`config.mk`:
```
export PLATFORM = sky130hd
export DESIGN_NAME = decode_stage_flat
export DESIGN_NICKNAME = d
export VERILOG_FILES = /design/src/rtl/decode_if.sv /design/src/rtl/decode_stage.sv /design/src/flat_wrapper.sv
export SDC_FILE = /design/constraint.sdc
export NUM_CORES = 1
export LEC_CHECK = 0
export ABC_AREA = 1
export CAP_MARGIN = 20
export CORE_ASPECT_RATIO = 0.8
export CORE_UTILIZATION = 49
export CTS_BUF_LIST = sky130_fd_sc_hd__clkbuf_16
export CTS_CLUSTER_SIZE = 16
export DETAILED_ROUTE_END_ITERATION = 10
export PLACE_DENSITY = 0.85
export SETUP_SLACK_MARGIN = 0.2
export SLEW_MARGIN = 30
export SYNTH_ARGS = -nofsm -noshare
export SYNTH_HDL_FRONTEND = slang
export SYNTH_SLANG_ARGS = --single-unit
```
`constraint.sdc`:
```
create_clock -name clk -period 6.2 [get_ports clk]
set_clock_uncertainty 0.2 [all_clocks]
set_input_delay 0.93 -clock clk [delete_from_list [all_inputs] [get_ports clk]]
set_output_delay 0.93 -clock clk [all_outputs]
set_load 0.05 [all_outputs]
```
`src/rtl/decode_if.sv`:
```
// decode_if: fetch-side and execute-side handshake bundle of the decode stage
interface decode_if;
  logic        in_valid;
  logic        in_ready;
  logic [31:0] in_instr;
  logic [31:0] in_pc;
  logic        flush;
  logic        out_valid;
  logic        out_ready;
  logic [31:0] out_instr;
  logic [31:0] out_pc;
  logic        out_regwrite;
  logic        out_memtoreg;
  logic        out_memwrite;
  logic        out_alusrcbimm;
  logic        out_slt;
  logic        out_shift16left;
  logic        out_zeroextend;
  logic        out_dojal;
  logic        out_dojr;
  logic        out_dojump;
  logic        out_isbranch;
  logic        out_branchneg;
  logic [4:0]  out_destreg;
  logic [2:0]  out_alucontrol;
  logic        out_illegal;
  logic        muldiv_start;
  logic        muldiv_busy;
  modport slave (
    input  in_valid, in_instr, in_pc, flush, out_ready,
    output in_ready, out_valid, out_instr, out_pc, out_regwrite, out_memtoreg,
           out_memwrite, out_alusrcbimm, out_slt, out_shift16left, out_zeroextend,
           out_dojal, out_dojr, out_dojump, out_isbranch, out_branchneg,
           out_destreg, out_alucontrol, out_illegal, muldiv_start, muldiv_busy
  );
  modport master (
    output in_valid, in_instr, in_pc, flush, out_ready,
    input  in_ready, out_valid, out_instr, out_pc, out_regwrite, out_memtoreg,
           out_memwrite, out_alusrcbimm, out_slt, out_shift16left, out_zeroextend,
           out_dojal, out_dojr, out_dojump, out_isbranch, out_branchneg,
           out_destreg, out_alucontrol, out_illegal, muldiv_start, muldiv_busy
  );
endinterface

```
`src/rtl/decode_stage.sv`:
```
// decode_stage: registered MIPS decode stage with mul/div scoreboard, load-use interlock and flush
module decode_stage #(
  parameter int MULDIV_CYCLES      = 8,
  parameter bit LOAD_USE_INTERLOCK = 1'b1
) (
  input logic     clk,
  input logic     reset_n,
  decode_if.slave bus
);
  typedef struct packed {
    logic       illegal;
    logic       regwrite;
    logic       memtoreg;
    logic       memwrite;
    logic       alusrcbimm;
    logic       slt;
    logic       shift16left;
    logic       zeroextend;
    logic       dojal;
    logic       dojr;
    logic       dojump;
    logic       isbranch;
    logic       branchneg;
    logic [4:0] destreg;
    logic [2:0] alucontrol;
  } ctrl_t;
  logic [5:0]  op, fn;
  logic [4:0]  rs, rt, rd;
  ctrl_t       d, q;
  logic        q_valid, start;
  logic [31:0] q_instr, q_pc;
  logic [7:0]  cnt;
  logic        is_md, is_hilo, uses_rt, lu_hit, stall, accept;
  assign op = bus.in_instr[31:26];
  assign rs = bus.in_instr[25:21];
  assign rt = bus.in_instr[20:16];
  assign rd = bus.in_instr[15:11];
  assign fn = bus.in_instr[5:0];
  // decode the incoming word; anything unsupported collapses to a bare illegal flag
  always_comb begin
    d = '0;
    case (op)
      6'b000000: begin
        d.regwrite = 1'b1;
        d.destreg  = rd;
        case (fn)
          6'b100001: d.alucontrol = 3'b010;
          6'b100011: d.alucontrol = 3'b110;
          6'b100100: d.alucontrol = 3'b000;
          6'b100101: d.alucontrol = 3'b001;
          6'b011011: d.alucontrol = 3'b111;
          6'b011001: d.alucontrol = 3'b011;
          6'b010000: d.alucontrol = 3'b100;
          6'b010010: d.alucontrol = 3'b101;
          6'b101011: d.slt = 1'b1;
          6'b001000: begin
            d.regwrite = 1'b0;
            d.destreg  = 5'd0;
            d.dojr     = 1'b1;
          end
          default: begin
            d         = '0;
            d.illegal = 1'b1;
          end
        endcase
      end
      6'b100011: begin
        d.regwrite   = 1'b1;
        d.memtoreg   = 1'b1;
        d.alusrcbimm = 1'b1;
        d.alucontrol = 3'b010;
        d.destreg    = rt;
      end
      6'b101011: begin
        d.memwrite   = 1'b1;
        d.alusrcbimm = 1'b1;
        d.alucontrol = 3'b010;
      end
      6'b000100: begin
        d.isbranch   = 1'b1;
        d.alucontrol = 3'b110;
      end
      6'b000001: begin
        d.isbranch  = 1'b1;
        d.slt       = 1'b1;
        d.branchneg = 1'b1;
      end
      6'b001001: begin
        d.regwrite   = 1'b1;
        d.alusrcbimm = 1'b1;
        d.alucontrol = 3'b010;
        d.destreg    = rt;
      end
      6'b001101: begin
        d.regwrite   = 1'b1;
        d.zeroextend = 1'b1;
        d.alusrcbimm = 1'b1;
        d.alucontrol = 3'b001;
        d.destreg    = rt;
      end
      6'b001111: begin
        d.regwrite    = 1'b1;
        d.shift16left = 1'b1;
        d.alusrcbimm  = 1'b1;
        d.alucontrol  = 3'b010;
        d.destreg     = rt;
      end
      6'b000010: d.dojump = 1'b1;
      6'b000011: begin
        d.dojump   = 1'b1;
        d.dojal    = 1'b1;
        d.regwrite = 1'b1;
        d.destreg  = 5'd31;
      end
      default: d.illegal = 1'b1;
    endcase
  end
  assign is_md   = op == 6'b000000 && (fn == 6'b011011 || fn == 6'b011001);
  assign is_hilo = op == 6'b000000 && (fn == 6'b010000 || fn == 6'b010010);
  assign uses_rt = op == 6'b000000 || op == 6'b000100 || op == 6'b101011;
  assign lu_hit  = LOAD_USE_INTERLOCK && q_valid && q.memtoreg && q.destreg != 5'd0 &&
                   (q.destreg == rs || (uses_rt && q.destreg == rt));
  assign stall   = (cnt != 8'd0 && (is_md || is_hilo)) || lu_hit;
  assign bus.in_ready = !bus.flush && !stall && (!q_valid || bus.out_ready);
  assign accept  = bus.in_valid && bus.in_ready;
  // output register: load on accept, drop valid on flush or on a transfer with no replacement
  always_ff @(posedge clk or negedge reset_n) begin
    if (!reset_n) begin
      q_valid <= 1'b0;
      q       <= '0;
      q_instr <= '0;
      q_pc    <= '0;
    end else if (accept) begin
      q_valid <= 1'b1;
      q       <= d;
      q_instr <= bus.in_instr;
      q_pc    <= bus.in_pc;
    end else if (bus.flush || bus.out_ready) begin
      q_valid <= 1'b0;
    end
  end
  // HI/LO occupancy counter; free-running down to zero once a mul/div issues
  always_ff @(posedge clk or negedge reset_n) begin
    if (!reset_n) begin
      cnt   <= 8'd0;
      start <= 1'b0;
    end else begin
      start <= accept && is_md;
      cnt   <= (accept && is_md) ? 8'(MULDIV_CYCLES) : (cnt != 8'd0) ? cnt - 8'd1 : 8'd0;
    end
  end
  assign bus.out_valid       = q_valid;
  assign bus.out_instr       = q_instr;
  assign bus.out_pc          = q_pc;
  assign bus.out_regwrite    = q.regwrite;
  assign bus.out_memtoreg    = q.memtoreg;
  assign bus.out_memwrite    = q.memwrite;
  assign bus.out_alusrcbimm  = q.alusrcbimm;
  assign bus.out_slt         = q.slt;
  assign bus.out_shift16left = q.shift16left;
  assign bus.out_zeroextend  = q.zeroextend;
  assign bus.out_dojal       = q.dojal;
  assign bus.out_dojr        = q.dojr;
  assign bus.out_dojump      = q.dojump;
  assign bus.out_isbranch    = q.isbranch;
  assign bus.out_branchneg   = q.branchneg;
  assign bus.out_destreg     = q.destreg;
  assign bus.out_alucontrol  = q.alucontrol;
  assign bus.out_illegal     = q.illegal;
  assign bus.muldiv_start    = start;
  assign bus.muldiv_busy     = cnt != 8'd0;
endmodule

```
`src/flat_wrapper.sv`:
```
// flat-port wrapper written by rule: the top's interface ports become plain ports
module decode_stage_flat 
#(
  parameter int MULDIV_CYCLES      = 8,
  parameter bit LOAD_USE_INTERLOCK = 1'b1
)
  (clk, reset_n, bus_in_valid, bus_in_instr, bus_in_pc, bus_flush, bus_out_ready, bus_in_ready, bus_out_valid, bus_out_instr, bus_out_pc, bus_out_regwrite, bus_out_memtoreg, bus_out_memwrite, bus_out_alusrcbimm, bus_out_slt, bus_out_shift16left, bus_out_zeroextend, bus_out_dojal, bus_out_dojr, bus_out_dojump, bus_out_isbranch, bus_out_branchneg, bus_out_destreg, bus_out_alucontrol, bus_out_illegal, bus_muldiv_start, bus_muldiv_busy);
  decode_if bus_i ();
  input logic clk;
  input logic reset_n;
  input wire logic [$bits(bus_i.in_valid)-1:0] bus_in_valid;
  input wire logic [$bits(bus_i.in_instr)-1:0] bus_in_instr;
  input wire logic [$bits(bus_i.in_pc)-1:0] bus_in_pc;
  input wire logic [$bits(bus_i.flush)-1:0] bus_flush;
  input wire logic [$bits(bus_i.out_ready)-1:0] bus_out_ready;
  output wire logic [$bits(bus_i.in_ready)-1:0] bus_in_ready;
  output wire logic [$bits(bus_i.out_valid)-1:0] bus_out_valid;
  output wire logic [$bits(bus_i.out_instr)-1:0] bus_out_instr;
  output wire logic [$bits(bus_i.out_pc)-1:0] bus_out_pc;
  output wire logic [$bits(bus_i.out_regwrite)-1:0] bus_out_regwrite;
  output wire logic [$bits(bus_i.out_memtoreg)-1:0] bus_out_memtoreg;
  output wire logic [$bits(bus_i.out_memwrite)-1:0] bus_out_memwrite;
  output wire logic [$bits(bus_i.out_alusrcbimm)-1:0] bus_out_alusrcbimm;
  output wire logic [$bits(bus_i.out_slt)-1:0] bus_out_slt;
  output wire logic [$bits(bus_i.out_shift16left)-1:0] bus_out_shift16left;
  output wire logic [$bits(bus_i.out_zeroextend)-1:0] bus_out_zeroextend;
  output wire logic [$bits(bus_i.out_dojal)-1:0] bus_out_dojal;
  output wire logic [$bits(bus_i.out_dojr)-1:0] bus_out_dojr;
  output wire logic [$bits(bus_i.out_dojump)-1:0] bus_out_dojump;
  output wire logic [$bits(bus_i.out_isbranch)-1:0] bus_out_isbranch;
  output wire logic [$bits(bus_i.out_branchneg)-1:0] bus_out_branchneg;
  output wire logic [$bits(bus_i.out_destreg)-1:0] bus_out_destreg;
  output wire logic [$bits(bus_i.out_alucontrol)-1:0] bus_out_alucontrol;
  output wire logic [$bits(bus_i.out_illegal)-1:0] bus_out_illegal;
  output wire logic [$bits(bus_i.muldiv_start)-1:0] bus_muldiv_start;
  output wire logic [$bits(bus_i.muldiv_busy)-1:0] bus_muldiv_busy;
  assign bus_i.in_valid = bus_in_valid;
  assign bus_i.in_instr = bus_in_instr;
  assign bus_i.in_pc = bus_in_pc;
  assign bus_i.flush = bus_flush;
  assign bus_i.out_ready = bus_out_ready;
  assign bus_in_ready = bus_i.in_ready;
  assign bus_out_valid = bus_i.out_valid;
  assign bus_out_instr = bus_i.out_instr;
  assign bus_out_pc = bus_i.out_pc;
  assign bus_out_regwrite = bus_i.out_regwrite;
  assign bus_out_memtoreg = bus_i.out_memtoreg;
  assign bus_out_memwrite = bus_i.out_memwrite;
  assign bus_out_alusrcbimm = bus_i.out_alusrcbimm;
  assign bus_out_slt = bus_i.out_slt;
  assign bus_out_shift16left = bus_i.out_shift16left;
  assign bus_out_zeroextend = bus_i.out_zeroextend;
  assign bus_out_dojal = bus_i.out_dojal;
  assign bus_out_dojr = bus_i.out_dojr;
  assign bus_out_dojump = bus_i.out_dojump;
  assign bus_out_isbranch = bus_i.out_isbranch;
  assign bus_out_branchneg = bus_i.out_branchneg;
  assign bus_out_destreg = bus_i.out_destreg;
  assign bus_out_alucontrol = bus_i.out_alucontrol;
  assign bus_out_illegal = bus_i.out_illegal;
  assign bus_muldiv_start = bus_i.muldiv_start;
  assign bus_muldiv_busy = bus_i.muldiv_busy;
  decode_stage #(.MULDIV_CYCLES(MULDIV_CYCLES), .LOAD_USE_INTERLOCK(LOAD_USE_INTERLOCK)) u_core (.clk(clk), .reset_n(reset_n), .bus(bus_i));
endmodule
```
==> metrics.md <==
| Metric | Value |
|---|---|
| Worst path required time | `5.07 ns` |
| Syn nets | `645` |
| Fillers | `702` |
| Clock power share | `0.263` |
| FF+latch area | `0.00238 mm^2` |
| Post-synthesis sequential area ratio | `0.513` |
| DRT Wirelength | `13.1 mm` |
| Worst-Margin Slew | `0.947 ns` |
| Routed len/inst | `15.7 um` |
| Max Root-Sink Buffers | `2` |
| Hold Path Class | `reg -> reg` |
| Fin nets | `780` |
| I/O Pins | `158` |
| PD cells | `301 mW/mm^2` |
| Initial antenna violation count | `0` |
| Critical Path Sink Type | `output pin` |
| PortBufs | `157` |
| Final slew viol count | `0` |
| Yosys Warn Count | `0` |
| Syn Std Cell Area | `0.00464 mm^2` |
| Fin. Hold Viols | `0` |
| Hpwl dp | `8.47 mm` |
| Tot Pwr | `1.94 mW` |
| Number of buffers created by CTS | `9` |
| Rel. slew slack | `0.369` |
| Comb power frac | `0.340` |
| Kind of critical path | `in -> out` |
| Max Cap Viol | `0` |
| Die height | `89.0 um` |
| Residual DRC | `0` |
| Tot GR Track Use | `0.263` |
| Total grt overflow | `0` |
| Post-CTS sizing | `0` |
| Mapped Cells | `575` |
| Share of cells above drive strength 1 | `0.0462` |
| Initial Utilization | `0.509` |
| Crit share post-route | `0.708` |
| LEAKAGE | `3.23 nW` |
| # diodes | `0` |
| Post-route antenna net violation count | `0` |
| Setup TNS | `0 ns` |
| Multi-input logic area | `0.00193 mm^2` |
| P_int | `1.21 mW` |
| Commonest non-fill, non-tap cell in the layout | `nand2_1` |
| DR pass1 iterations | `5` |
| Number of global-route vias before repair | `4292` |
| Core box area | `0.00911 mm^2` |
| Drt first-iter violations | `403` |
| Clk sinks | `95` |
| Number of synthesized register bits | `95` |
| Tmin final | `4.39 ns` |
| Maximum VDD drop | `0.194 mV` |
| Sequential share of power | `0.396` |
| Crit path DAT | `3.26 ns` |
| # rows | `31` |
| First-pass GRT wire length | `20.9 mm` |
| Dpl cells | `813` |
| Area Overhead vs Synth | `39.5%` |
| Yosys cell types | `30` |
| Layout Cells excl Fill | `830` |
| # H-tree levels | `3` |
| Largest net degree at the start of global routing | `88` |
| Fmax | `228 MHz` |
| Die X | `111 um` |
| Switching Share | `0.377` |
| Gp weighted congestion | `0.918` |
| Worst-path fanout max | `11` |
| Vias per inst | `5.60` |
| Crit start category | `input pin` |
| Clk pin slew, worst setup/hold paths | `0.06 ns` |
| Status | `finished clean` |
| Commonest non-fill, non-tap cells in the layout | `219 x nand2_1, 155 x clkdlybuf4s50_1, 95 x dfrtp_1` |
| Post-CTS Hold Fix Bufs | `0` |
| Final setup violation count | `0` |
| Flop2flop setup slack | `3.41 ns` |
| Clk_lat worst skew | `0.34 ns` |
| CTS tree | `done` |
| DR vias | `4645` |
| RSZ-0062 raised after global routing | `no` |
| P_sw | `0.733 mW` |
| Syn Area/Cell | `8.07 um^2` |
| Root Buffer | `clkbuf_16` |
| Die area | `0.00986 mm^2` |
| Setup Buffers After CTS | `0` |
-- path summary, 6_finish.rpt --
kind	endpoint	cells past startpoint	start
setup / recovery	bus_in_ready	10	bus_in_instr[31]
hold / removal	u_core.cnt[0]	1	u_core.cnt[0]
setup reg to reg	u_core.cnt[3]	11	u_core.cnt[0]
hold reg to reg	u_core.cnt[0]	1	u_core.cnt[0]
max in group asynchronous	u_core.bus.muldiv_start	2	reset_n
min in group asynchronous	u_core.bus.out_instr[22]	1	reset_n
-- final cells by class --
cell class	instances	share of cell area
Timing Repair Buffer	162	0.250
Inverter	34	0.0197
Tap cell	115	0.0222
Clock buffer	9	0.0348
Multi-Input combinational cell	408	0.298
Sequential cell	95	0.368
Clock inverter	7	0.00754
-- worst max-delay path, stage by stage --
cell and delay (ns):
clkdlybuf4s50_1 0.61, nor2_4 0.10, nand2_2 0.11, inv_2 0.05
nand2_1 0.15, inv_2 0.13, nand3_1 0.11, nand2_1 0.09
a21oi_1 0.15, clkdlybuf4s50_1 0.83
-- registers in the layout (all words and copies together) (netlist names) --
signal,flops
u_core.bus.muldiv_start,1
u_core.bus.out_alucontrol,3
u_core.bus.out_alusrcbimm,1
u_core.bus.out_branchneg,1
u_core.bus.out_destreg,5
u_core.bus.out_dojal,1
u_core.bus.out_dojr,1
u_core.bus.out_dojump,1
u_core.bus.out_illegal,1
u_core.bus.out_instr,32
u_core.bus.out_isbranch,1
u_core.bus.out_memtoreg,1
u_core.bus.out_memwrite,1
u_core.bus.out_pc,32
u_core.bus.out_regwrite,1
u_core.bus.out_shift16left,1
u_core.bus.out_slt,1
u_core.bus.out_valid,1
u_core.bus.out_zeroextend,1
u_core.cnt,8
-- per-layer routing --
metal,vias to the layer above,GRT usage,part of all wire
met5,-,0,0
li1,2179,-,-
met1,2219,0.337,0.42
met3,24,0.0705,0.086
met4,0,0.0897,0.019
met2,223,0.440,0.47
-- Yosys cell counts --
cell      count  share of area
buf_1         2         0.0016
nand2_1     219           0.18
buf_4         1         0.0016
nand3b_1      1         0.0016
o21ai_0       6         0.0065
or2_0         1         0.0013
nor4_1        1         0.0013
inv_2         4         0.0032
xnor2_1       4         0.0076
nor2_4        1         0.0024
o31ai_1       1         0.0016
nand4_1      90           0.12
o21ai_2       1         0.0019
o211ai_1      1         0.0016
buf_2        17          0.018
clkbuf_1     12         0.0097
nor2_1       34          0.028
nand3_1      24          0.026
nor3_1        1         0.0011
dfrtp_1      95           0.51
nand2_2       2         0.0027
a21oi_1       8         0.0086
nor3b_1       1         0.0016
inv_1        30          0.024
nor2_2        2         0.0027
buf_6         6          0.015
ha_1          1         0.0027
o21ai_1       1         0.0011
xor2_1        6          0.011
nand3_2       2         0.0043
-- power by group through the flow --
stage | logic [mW] | clock network [mW] | registers [mW]
floorplan | 0.174 | 0 | 1.02
global placement | 0.646 | 0 | 0.775
detailed placement | 0.661 | 0 | 0.780
CTS | 0.663 | 0.521 | 0.770
global route | 0.708 | 0.546 | 0.783
finish | 0.661 | 0.512 | 0.771
-- through the flow --
step / instance area, um^2 / hold slack (ns) / setup WS [ns] / utilization
after floorplan: 4640 / 0.203 / 2.83 / -
after global placement: 6170 / 0.215 / 1.90 / 0.677
after detailed placement: 6170 / 0.236 / 1.82 / 0.677
after CTS: 6440 / 0.245 / 1.81 / 0.707
after global routing: 6470 / 0.258 / 1.73 / 0.710
final: 6470 / 0.235 / 1.81 / 0.710
-- logic make-up (layout without fill, tap and decap cells) --
logic type / Yosys count / count (layout) / share of synthesized area
buffers and inverters: 72 / 212 / 0.0734
adders and majority gates: 1 / 1 / 0.00270
DFF: 95 / 95 / 0.513
AOI/OAI and AO/OA: 18 / 18 / 0.0213
xor gates and xnor gates: 10 / 10 / 0.0189
and+or+nand+nor: 379 / 379 / 0.371
Power figures use the tool's default switching activity.
